===== src/rtl/router_pkg.sv =====
// Shared definitions for the router packet generator and receive-side blocks.
package router_pkg;

    localparam int unsigned ADDR_W = 2;
    localparam int unsigned LEN_W  = 6;
    localparam int unsigned DATA_W = 8;

    localparam logic [ADDR_W-1:0] ILLEGAL_ADDR = 2'd3;

    // Feedback taps for the payload LFSR: bits 7, 5, 4 and 3.
    localparam logic [DATA_W-1:0] LFSR_TAPS = 8'hB8;

    typedef enum logic [2:0] {
        ST_IDLE,
        ST_HEADER,
        ST_PAYLOAD,
        ST_PARITY,
        ST_DONE
    } pkt_state_e;

    // Header byte layout: {payload_len, dest_addr}.
    function automatic logic [DATA_W-1:0] pack_header(input logic [LEN_W-1:0]  len,
                                                      input logic [ADDR_W-1:0] addr);
        return {len, addr};
    endfunction

    // One step of the payload LFSR: shift left, feedback into bit 0.
    function automatic logic [DATA_W-1:0] lfsr_next(input logic [DATA_W-1:0] cur);
        return {cur[DATA_W-2:0], ^(cur & LFSR_TAPS)};
    endfunction

endpackage


===== src/rtl/router_pkt_gen_if.sv =====
// Byte stream into the router input port: data plus valid, with busy back-pressure.
interface router_pkt_gen_if;

    logic                          pkt_valid;
    logic [router_pkg::DATA_W-1:0] data_out;
    logic                          busy;

    modport master (output pkt_valid, output data_out, input  busy);
    modport slave  (input  pkt_valid, input  data_out, output busy);

endinterface


===== src/rtl/router_payload_pat.sv =====
// Payload byte generator: incrementing counter or 8-bit LFSR, loaded from a seed.
module router_payload_pat
    import router_pkg::*;
(
    input  logic              clk,
    input  logic              resetn,
    input  logic              load_i,
    input  logic [DATA_W-1:0] seed_i,
    input  logic              mode_i,
    input  logic              advance_i,
    output logic [DATA_W-1:0] byte_o
);

    logic [DATA_W-1:0] pat_q, pat_d;
    logic              mode_q, mode_d;

    // Next pattern value: load seed (LFSR never starts at zero), or step.
    always_comb begin
        pat_d  = pat_q;
        mode_d = mode_q;
        if (load_i) begin
            mode_d = mode_i;
            pat_d  = (mode_i && (seed_i == '0)) ? DATA_W'(1) : seed_i;
        end else if (advance_i) begin
            pat_d = mode_q ? lfsr_next(pat_q) : (pat_q + DATA_W'(1));
        end
    end

    // Pattern register with synchronous active-low reset.
    always_ff @(posedge clk) begin
        if (!resetn) begin
            pat_q  <= '0;
            mode_q <= 1'b0;
        end else begin
            pat_q  <= pat_d;
            mode_q <= mode_d;
        end
    end

    assign byte_o = pat_q;

endmodule


===== src/rtl/router_pkt_gen.sv =====
// Router packet transmitter: header, payload bytes, then XOR parity byte.
module router_pkt_gen
    import router_pkg::*;
#(
    parameter int unsigned CNT_W = 16
) (
    input  logic                clk,
    input  logic                resetn,
    input  logic                start_i,
    input  logic [ADDR_W-1:0]   dest_addr_i,
    input  logic [LEN_W-1:0]    payload_len_i,
    input  logic [DATA_W-1:0]   seed_i,
    input  logic                mode_i,
    input  logic                inject_err_i,
    router_pkt_gen_if.master    tx,
    output logic                tx_active_o,
    output logic                done_o,
    output logic                cfg_err_o,
    output logic [CNT_W-1:0]    pkt_count_o
);

    pkt_state_e         state_q, state_d;
    logic [DATA_W-1:0]  data_q, data_d;
    logic               valid_q, valid_d;
    logic               tx_active_q, tx_active_d;
    logic               done_q, done_d;
    logic               cfg_err_q, cfg_err_d;
    logic [CNT_W-1:0]   cnt_q, cnt_d;
    logic [DATA_W-1:0]  parity_q, parity_d;
    logic [LEN_W-1:0]   remain_q, remain_d;
    logic [LEN_W-1:0]   len_q, len_d;
    logic               err_q, err_d;

    logic               pat_load;
    logic               pat_adv;
    logic [DATA_W-1:0]  pat_byte;

    router_payload_pat u_pat (
        .clk       (clk),
        .resetn    (resetn),
        .load_i    (pat_load),
        .seed_i    (seed_i),
        .mode_i    (mode_i),
        .advance_i (pat_adv),
        .byte_o    (pat_byte)
    );

    // Next-state and registered-output logic; busy freezes every transfer step.
    always_comb begin
        state_d     = state_q;
        data_d      = data_q;
        valid_d     = valid_q;
        tx_active_d = tx_active_q;
        done_d      = 1'b0;
        cfg_err_d   = 1'b0;
        cnt_d       = cnt_q;
        parity_d    = parity_q;
        remain_d    = remain_q;
        len_d       = len_q;
        err_d       = err_q;
        pat_load    = 1'b0;
        pat_adv     = 1'b0;

        case (state_q)
            ST_IDLE: begin
                valid_d     = 1'b0;
                data_d      = '0;
                tx_active_d = 1'b0;
                if (start_i) begin
                    if ((dest_addr_i == ILLEGAL_ADDR) || (payload_len_i == '0)) begin
                        cfg_err_d = 1'b1;
                    end else begin
                        len_d       = payload_len_i;
                        err_d       = inject_err_i;
                        pat_load    = 1'b1;
                        parity_d    = '0;
                        data_d      = pack_header(payload_len_i, dest_addr_i);
                        valid_d     = 1'b1;
                        tx_active_d = 1'b1;
                        state_d     = ST_HEADER;
                    end
                end
            end

            ST_HEADER: begin
                if (!tx.busy) begin
                    parity_d = parity_q ^ data_q;
                    data_d   = pat_byte;
                    pat_adv  = 1'b1;
                    remain_d = len_q;
                    state_d  = ST_PAYLOAD;
                end
            end

            ST_PAYLOAD: begin
                if (!tx.busy) begin
                    parity_d = parity_q ^ data_q;
                    remain_d = remain_q - LEN_W'(1);
                    if (remain_q == LEN_W'(1)) begin
                        // Parity byte folds in the byte being transferred this edge.
                        data_d  = parity_q ^ data_q ^ {{(DATA_W-1){1'b0}}, err_q};
                        valid_d = 1'b0;
                        state_d = ST_PARITY;
                    end else begin
                        data_d  = pat_byte;
                        pat_adv = 1'b1;
                    end
                end
            end

            ST_PARITY: begin
                if (!tx.busy) begin
                    data_d      = '0;
                    valid_d     = 1'b0;
                    tx_active_d = 1'b0;
                    done_d      = 1'b1;
                    cnt_d       = cnt_q + CNT_W'(1);
                    state_d     = ST_DONE;
                end
            end

            ST_DONE: begin
                data_d      = '0;
                valid_d     = 1'b0;
                tx_active_d = 1'b0;
                state_d     = ST_IDLE;
            end

            default: begin
                data_d      = '0;
                valid_d     = 1'b0;
                tx_active_d = 1'b0;
                state_d     = ST_IDLE;
            end
        endcase
    end

    // State and output registers with synchronous active-low reset.
    always_ff @(posedge clk) begin
        if (!resetn) begin
            state_q     <= ST_IDLE;
            data_q      <= '0;
            valid_q     <= 1'b0;
            tx_active_q <= 1'b0;
            done_q      <= 1'b0;
            cfg_err_q   <= 1'b0;
            cnt_q       <= '0;
            parity_q    <= '0;
            remain_q    <= '0;
            len_q       <= '0;
            err_q       <= 1'b0;
        end else begin
            state_q     <= state_d;
            data_q      <= data_d;
            valid_q     <= valid_d;
            tx_active_q <= tx_active_d;
            done_q      <= done_d;
            cfg_err_q   <= cfg_err_d;
            cnt_q       <= cnt_d;
            parity_q    <= parity_d;
            remain_q    <= remain_d;
            len_q       <= len_d;
            err_q       <= err_d;
        end
    end

    assign tx.pkt_valid  = valid_q;
    assign tx.data_out   = data_q;
    assign tx_active_o   = tx_active_q;
    assign done_o        = done_q;
    assign cfg_err_o     = cfg_err_q;
    assign pkt_count_o   = cnt_q;

endmodule

===== src/flat_wrapper.sv =====
// flat-port wrapper written by rule: the top's interface ports become plain ports
module router_pkt_gen_flat import router_pkg::*;
#(
    parameter int unsigned CNT_W = 16
)
  (clk, resetn, start_i, dest_addr_i, payload_len_i, seed_i, mode_i, inject_err_i, tx_active_o, done_o, cfg_err_o, pkt_count_o, tx_pkt_valid, tx_data_out, tx_busy);
  router_pkt_gen_if tx_i ();
  input  logic clk;
  input  logic resetn;
  input  logic start_i;
  input  logic [ADDR_W-1:0] dest_addr_i;
  input  logic [LEN_W-1:0] payload_len_i;
  input  logic [DATA_W-1:0] seed_i;
  input  logic mode_i;
  input  logic inject_err_i;
  output logic tx_active_o;
  output logic done_o;
  output logic cfg_err_o;
  output logic [CNT_W-1:0] pkt_count_o;
  output wire logic [$bits(tx_i.pkt_valid)-1:0] tx_pkt_valid;
  output wire logic [$bits(tx_i.data_out)-1:0] tx_data_out;
  input wire logic [$bits(tx_i.busy)-1:0] tx_busy;
  assign tx_pkt_valid = tx_i.pkt_valid;
  assign tx_data_out = tx_i.data_out;
  assign tx_i.busy = tx_busy;
  router_pkt_gen #(.CNT_W(CNT_W)) u_core (.clk(clk), .resetn(resetn), .start_i(start_i), .dest_addr_i(dest_addr_i), .payload_len_i(payload_len_i), .seed_i(seed_i), .mode_i(mode_i), .inject_err_i(inject_err_i), .tx(tx_i), .tx_active_o(tx_active_o), .done_o(done_o), .cfg_err_o(cfg_err_o), .pkt_count_o(pkt_count_o));
endmodule

===== config.mk =====
export PLATFORM = sky130hd
export DESIGN_NAME = router_pkt_gen_flat
export DESIGN_NICKNAME = d
export VERILOG_FILES = /design/src/rtl/router_pkg.sv /design/src/rtl/router_pkt_gen_if.sv /design/src/rtl/router_payload_pat.sv /design/src/rtl/router_pkt_gen.sv /design/src/flat_wrapper.sv
export SDC_FILE = /design/constraint.sdc
export NUM_CORES = 1
export LEC_CHECK = 0
export CAP_MARGIN = 20
export CELL_PAD_IN_SITES_DETAIL_PLACEMENT = 0
export CELL_PAD_IN_SITES_GLOBAL_PLACEMENT = 1
export CORE_UTILIZATION = 43
export CTS_CLUSTER_DIAMETER = 150
export DETAILED_ROUTE_END_ITERATION = 7
export HOLD_SLACK_MARGIN = 0.1
export PLACE_DENSITY = 0.91
export SETUP_SLACK_MARGIN = 0.15
export SLEW_MARGIN = 20
export SYNTH_ARGS = -nofsm -noshare
export SYNTH_HDL_FRONTEND = slang
export SYNTH_SLANG_ARGS = --single-unit

===== constraint.sdc =====
create_clock -name clk -period 3.54 [get_ports clk]
set_clock_uncertainty 0.05 [all_clocks]
set_input_delay 0.354 -clock clk [delete_from_list [all_inputs] [get_ports clk]]
set_output_delay 0.354 -clock clk [all_outputs]
set_load 0.005 [all_outputs]

==> results list, run 1 <==
- Endpoint class of the critical path: flip-flop
- Setup repair after global routing left no endpoint under its margin.
- In this run the remaining antenna-violating nets after routing total 0.
- TritonCTS built the clock tree.
- # clock sinks: 61
- Mean instance size in the synthesized netlist: 7.91 um^2
- Counting flops with a built-in enable in the synthesized netlist gives 0.
- Setup slack on the worst reg-to-reg path comes out at 0.87 ns.
* Highest net fanout along the worst path: 22
* Worst flop-to-flop path endpoint: u_core.u_pat.byte_o[5]
- Via count of the first global-routing pass: 2,767
* Non-Filler Cell Area, Final: 0.00402 mm^2
- In this run the worst hold path is classified as reg -> reg.
- H-tree Lvls: 3
- Area of combinational cells with multiple inputs: 0.00191 mm^2
- Worst R2R Path Depth: 5
* Detailed router's first-iteration violation count: 143
* Post-synthesis sequential element count: 61
- The startpoint identified for the worst hold timing path is u_core.err_q.
- In this run the static leakage power is 1.35 nW.
* All-Layer GR Usage: 22.4%
- Ant. Diodes: 0
- Crit start category: flip-flop
- The count of endpoints failing hold in the final timing report is 0.
- Hold Crit Endpoint: u_core.err_q
* Most repeated cell in the gate-level netlist after synthesis: dfxtp_1
* Number of buffers added by the clock tree synthesis step: 9
- Gp weighted congestion: 0.825
- Global routing finished with a remaining overflow of 0.
* Fillcell total: 727
- Initial cell density of the core: 44.8%
- Summed over all nets, the half-perimeter wirelength after detailed placement is 5.81 mm.
- PwrDens: 418 mW/mm^2
* Beginning of the worst register-to-register path: u_core.state_q[0]
* I/O pin cnt: 50
- Main synth FF type: dfxtp_1
- Remaining design rule violation count: 0
* Synth Instances: 413
- Number of placement rows: 31
- Final clock period utilization by the worst path: 75.5%
- After clock tree synthesis, the setup repair step added 0 buffers.
- Std-Cell Core Area: 0.00729 mm^2
- Slew at the pin closest to its max-slew limit: 0.902 ns
- For the worst setup path, the data arrival time is 2.81 ns.
* Hold Path Depth: 2
- Entering global routing, the biggest net connects 38 pins.
* Global Route met2 Usage: 35.5%
* Root buffer cell: clkbuf_8
- In this run the biggest area consumer among cell types represents 37.4% of the synthesized area.
- In the global route stage, met1 resource usage came out at 29.5%.
* Area of placed instances: 0.00381 mm^2
- The commonest cells after synthesis are dfxtp_1, nor2_1, a21oi_1, nand2_1, o21ai_0.
* Final number of max-transition violations: 0
- Routed len/inst: 14.9 um
* Total iterations of the first detailed-routing run: 4
* Pre-CTS setup slack: 0.741 ns
* DR vias/cell: 5.53
- Die Wd: 89.2 um
* Chip Height: 89.2 um
* Cell taking the most area after synthesis: dfxtp_1
- The initial antenna violation count is 0.
- Fin worst setup slack: 0.869 ns
* Final critical-path required period: 2.67 ns
- For the worst setup path, the data required time is 3.68 ns.
* Via total after detailed routing: 3,073
* Number of nets in the layout: 480
- Latest clock arrival within the worst-skew pair: 0.34 ns
* Share of final-layout standard cells stronger than drive strength 1: 5.69%
* Synthesized area: 0.00327 mm^2
- Buffers inserted to repair hold after CTS numbered 0.
- Setup violations remaining at the end of the flow were counted as 0.
- Sequential elements use 37.4% of the synthesized area.
- Yosys cell types: 51
* # resized after CTS: 0
- In this run the most used layer during global routing was met2.
* Maximum achievable frequency: 374 MHz
* Post-synthesis async set-or-reset flop share: 0%
- Global-route wire length before repair: 13.5 mm
- For this run, the number of Yosys warnings is 0.
- The area growth from synthesis to layout is 23.0%.
- Slew headroom: 39.8%
- In the final layout, flip-flops and latches occupy 0.00122 mm^2.
- The setup path with the least slack is of type reg -> reg.
* IR drop worst, VDD: 0.000173 V
- Clock slew at the register clock pins of the worst setup and hold paths: 0.07 ns
- After routing, the total negative slack on setup checks comes to 0 ns.
* Met3 Track Usage GR: 5.91%
- For this run, the number of standard cells in the final layout without fillers is 556.
- Maximum clock insertion buffer count: 2
- Final wirelength: 8.27 mm
- In this run, placement finished with an instance count of 541.
* Syn_nets: 440
- Number of maximum-capacitance violations: 0
- Floorplan die area: 0.00795 mm^2
* Number of I/O port buffers: 49
* Status: finished, final reports clean
- By area the synthesized netlist is led by dfxtp_1, nor2_1, a21oi_1, o21ai_0, nand2_1.
-- kinds of logic after synthesis --
| group | count (synthesis) | share of synthesized area [%] |
|---|---|---|
| simple gates | 170 | 27.4 |
| xor+xnor | 22 | 5.90 |
| mux | 2 | 0.651 |
| flops | 61 | 37.4 |
| compound gates | 121 | 22.7 |
| fa+ha+maj | 5 | 1.91 |
| buf+inv | 32 | 4.10 |
-- report_power, final --
| group | switching, mW | internal, mW |
|---|---|---|
| clock network | 0.273 | 0.408 |
| logic | 0.128 | 0.107 |
| registers | 0.0491 | 0.715 |
-- flip-flops by register name (all words and copies together), names as in the netlist --
name,flops
u_core.pkt_count_o,16
u_core.parity_q,8
u_core.tx.data_out,8
u_core.u_pat.byte_o,8
u_core.len_q,6
u_core.remain_q,6
u_core.state_q,3
u_core.cfg_err_o,1
u_core.done_o,1
u_core.err_q,1
u_core.tx.pkt_valid,1
u_core.tx_active_o,1
u_core.u_pat.mode_q,1
-- metrics by stage --
| stage | power [mW] | hold slack (ns) | util [%] |
|---|---|---|---|
| 5_1_grt | 1.75 | 0.437 | 55.1 |
| 3_5_place_dp | 1.01 | 0.414 | 52.2 |
| 4_1_cts | 1.69 | 0.422 | 55.1 |
| 6_report | 1.68 | 0.419 | 55.1 |
| 2_1_floorplan | 0.916 | 0.395 | - |
| 3_3_place_gp | 1.00 | 0.409 | 52.2 |
-- critical path, stage by stage (launching register included) --
cell and delay (ns):
dfxtp_1 0.73, xnor2_1 0.19, nor3_2 0.59, o21ai_1 0.48
a211oi_1 0.35, o22ai_1 0.12
-- worst max-delay path by stage --
| stage | cells after the start | to | start | slack, ns |
|---|---|---|---|---|
| finish | 5 | u_core.u_pat.byte_o[5] | u_core.state_q[0] | 0.87 |
| global route | 5 | u_core.u_pat.byte_o[5] | u_core.state_q[0] | 0.66 |
| CTS | 5 | u_core.u_pat.byte_o[5] | u_core.state_q[0] | 0.95 |
| detailed placement | 5 | u_core.u_pat.byte_o[5] | tx_busy | 0.74 |
| global placement | 6 | u_core.parity_q[0] | payload_len_i[1] | 0.79 |
| floorplan | 9 | u_core.tx.data_out[0] | u_core.remain_q[1] | 1.59 |
-- placed cells by master, fill, tap and decap left out, types with 12 or more instances in the layout --
cell | synthesis | routed
nand2_1 | 31 | 31
nor2_1 | 51 | 51
clkdlybuf4s50_1 | 0 | 49
nand3_1 | 15 | 15
a21oi_1 | 36 | 36
dfxtp_1 | 61 | 61
o21ai_0 | 28 | 28
xnor2_1 | 13 | 13
o211ai_1 | 13 | 13
nor2b_1 | 12 | 12
-- final cells by class --
class	count	share of cell area (%)
multi-input cells	320	47.6
flip-flops and latches	61	30.4
repair buffers	53	12.9
clock buffers	10	3.42
well taps	99	3.08
clock inverters	5	1.87
inverters	8	0.747
-- per-layer routing --
layer  vias up  wire length (um)
li1       1573                 -
met1      1433              4000
met2        56              3810
met3        11               324
met4         0               134
met5         -                 0
Power figures use the tool's default switching activity.
==> run 2: changes to the inputs <==
--- a/config.mk
+++ b/config.mk
@@ -8,11 +8,11 @@
 export CAP_MARGIN = 20
 export CELL_PAD_IN_SITES_DETAIL_PLACEMENT = 0
 export CELL_PAD_IN_SITES_GLOBAL_PLACEMENT = 1
-export CORE_UTILIZATION = 43
+export CORE_UTILIZATION = 36
 export CTS_CLUSTER_DIAMETER = 150
 export DETAILED_ROUTE_END_ITERATION = 7
 export HOLD_SLACK_MARGIN = 0.1
-export PLACE_DENSITY = 0.91
+export PLACE_DENSITY = 0.82
 export SETUP_SLACK_MARGIN = 0.15
 export SLEW_MARGIN = 20
 export SYNTH_ARGS = -nofsm -noshare
==> constraint.sdc (replaced) <==
create_clock -name clk -period 2.4 [get_ports clk]
set_clock_uncertainty 0.05 [all_clocks]
set_input_delay 0.24 -clock clk [delete_from_list [all_inputs] [get_ports clk]]
set_output_delay 0.24 -clock clk [all_outputs]
set_load 0.005 [all_outputs]
==> results list, run 2 (same netlist as run 1, synthesis figures left out) <==
- Status: finished, final reports clean
- Final critical-path required period: 2.15 ns (-0.525 ns)
- The final core utilization came to 47.5% (-7.6 points).
* Slew headroom: 66.4% (+27 points)
* Die Wd: 97.3 um (+9.1%)
- Maximum clock insertion buffer count: 2 (unchanged)
- The worst endpoint required time came to 2.63 ns (-1.05 ns).
* Floorplan die area: 0.00946 mm^2 (+19%)
- Number of buffers added by the clock tree synthesis step: 9 (unchanged)
- The max-slew violation count is 0 (unchanged).
- Detailed router's first-iteration violation count: 157 (+9.8%)
* Final clock period utilization by the worst path: 89.4% (+14 points)
- The detailed-routed wire length on met2 was 3.91 mm (+2.6%).
- Hold Path Depth: 3 (+1)
- The share of final-layout standard cells stronger than drive strength 1 is 9.85% (+4.2 points).
* IR drop worst, VDD: 0.000234 V (+35%)
- DR vias/cell: 5.47 (-1.0%)
- Cell total after placement: 569 (+5.2%)
- Non-filler instance count after layout: 585 (+5.2%)
- The remaining design rule violation count came to 0 (unchanged).
* I/O pin cnt: 50 (unchanged)
* Highest net fanout along the worst path: 16 (-27%)
* Final hold violations: 0 (unchanged)
- The number of endpoints failing setup at the final stage came to 0 (unchanged).
- The total of buffers placed on input and output ports came to 49 (unchanged).
- Clock tree from TritonCTS: yes
* PwrDens: 580 mW/mm^2 (+39%)
- The routed length on met1 came to 4.31 mm (+7.8%).
- Std-Cell Core Area: 0.00876 mm^2 (+20%)
* Slew at the pin closest to its max-slew limit: 0.504 ns (-0.397 ns)
* Total iterations of the first detailed-routing run: 4 (unchanged)
* Power after layout: 2.41 mW (+44%)
- The setup slack on the worst flop-to-flop path is 0.25 ns (-0.62 ns).
- The signal arrival time at the worst endpoint was 2.37 ns (-0.44 ns).
- The achievable frequency is 466 MHz (+24%).
- The number of fill cells is 880 (+21%).
* Gr ovfl total: 0 (unchanged)
- RSZ-0062 raised after global routing: true
- Initial cell density of the core: 37.3% (-7.5 points)
- Via count of the first global-routing pass: 3,021 (+9.2%)
* Area added between synthesis and finish: 27.4%
* Routed len/inst: 15.1 um (+1.4%)
- The path class of the tightest hold or removal check is in -> reg.
- Routed length on met3: 421 um (+30%)
- The cell depth of the worst flop-to-flop path is 8 (+3).
- The clock transition at the registers of the reported paths came to 0.07 ns (about the same).
- Final hold slack: 0.411 ns (-0.00793 ns)
- The library cell used most frequently in the layout, excluding fill and tap cells, is dfxtp_1.
* Detailed placer's ending HPWL: 6.24 mm (+7.4%)
- The initial antenna violation count came to 0 (unchanged).
* Latest clock arrival within the worst-skew pair: 0.35 ns (about the same)
* Highest layer used for signal routing: met4
- Number of nets in the layout: 499 (+4.0%)
- Number of routed nets with antenna violations: 0 (unchanged)
* Number of placement rows: 34 (+9.7%)
* All-Layer GR Usage: 19.4% (-3.0 points)
- Ant. Diodes: 0 (unchanged)
- The largest individual stage delay along the critical path comes from the cell or3_1.
- CP Cell Sequence: inv_1 -> ha_1 -> or3b_1 -> or3_1 -> buf_4 -> nor3b_1 -> a221oi_1 -> a21oi_1
- H-tree Lvls: 3 (unchanged)
- Chip Height: 97.3 um (+9.1%)
- The total length of routed wires is 8.82 mm (+6.7%).
* Total setup buffers inserted after CTS: 0 (unchanged)
* Commonest non-fill, non-tap cells in the layout: dfxtp_1, nor2_1, clkdlybuf4s50_1, a21oi_1, nand2_1
- The weighted congestion at the end of routability-driven global placement came to 0.871 (+5.6%).
- The number of clock sinks was 61 (unchanged).
- By startpoint and endpoint, the worst setup path is classified as reg -> reg.
* Number of hold-repair buffers added at the cts stage: 0 (unchanged)
* Number of maximum-capacitance violations: 0 (unchanged)
- The leakage power summed over all cells came to 1.43 nW (+6.2%).
- The flip-flop count of the largest register after layout is 16 (unchanged).
* Area of combinational cells with multiple inputs: 0.00192 mm^2 (+0.46%)
* Crit start category: flip-flop
* Via total after detailed routing: 3,201 (+4.2%)
* CP peak stage delay: 0.40 ns (-0.33 ns)
- The area occupied by registers came to 0.00122 mm^2 (unchanged).
- Endpoint class of the critical path: flip-flop
* Sum of negative setup slack: 0 ns (unchanged)
* Root buffer cell: clkbuf_8
- The maximum number of pins on one net before global-route repair came to 25 (-34%).
* Global-route wire length before repair: 14.8 mm (+9.6%)
run 2: changes by cell type in the layout (fill, tap and decap cells not counted), sizes merged:
cell and change:
buf +19, bufinv -1, clkinv +1, clkbuf +1
run 2: per-stage QoR:
stage                     setup slack (ns)  cell area [um^2]
final                                0.254              4160
after global routing                 0.148              4160
after CTS                            0.247              4150
after detailed placement             0.187              3960
after global placement               0.232              3960
after floorplan                      0.453              3270
run 2: worst max-delay path: cells and delay by family, from the launching register on:
family	cells	cell delay, ns
AND/OR/NAND/NOR	3	1.02
buffers and inverters	2	0.29
AO/OA/AOI/OAI	2	0.26
flip-flops	1	0.33
adder cells (fa/ha/maj)	1	0.14
run 2: worst paths after layout:
| kind | startpoint | to |
|---|---|---|
| min reg2reg | u_core.tx_active_o | u_core.tx_active_o |
| min | inject_err_i | u_core.err_q |
| max reg2reg | u_core.remain_q[1] | u_core.tx.data_out[6] |
| max | u_core.remain_q[1] | u_core.tx.data_out[6] |
run 2: per-layer routing:
metal  up-vias  global-route usage (%)
met5         -                       0
met4         0                    6.33
met3        12                    4.75
met2        84                    30.3
met1      1496                    26.2
li1       1609                       -
run 2: timing repair:
item / 4_1_cts / 5_1_grt
endpoints found under the hold margin: 0 / 0
resized for setup: 0 / 2
setup endpoints to repair: 0 / 6
run 2: report_power, final:
group	internal [mW]	switching [mW]	leakage, nW
registers	1.06	0.0668	0.496
clock network	0.501	0.410	0.103
logic	0.182	0.200	0.833
total	1.74	0.676	1.43
run 2: layout make-up:
cell class,count,share of cell area (%)
clock buffers,11,3.40
clock inverters,5,1.20
inverters,8,0.721
multi-input cells,320,46.2
flip-flops and latches,61,29.3
well taps,108,3.25
repair buffers,72,15.9
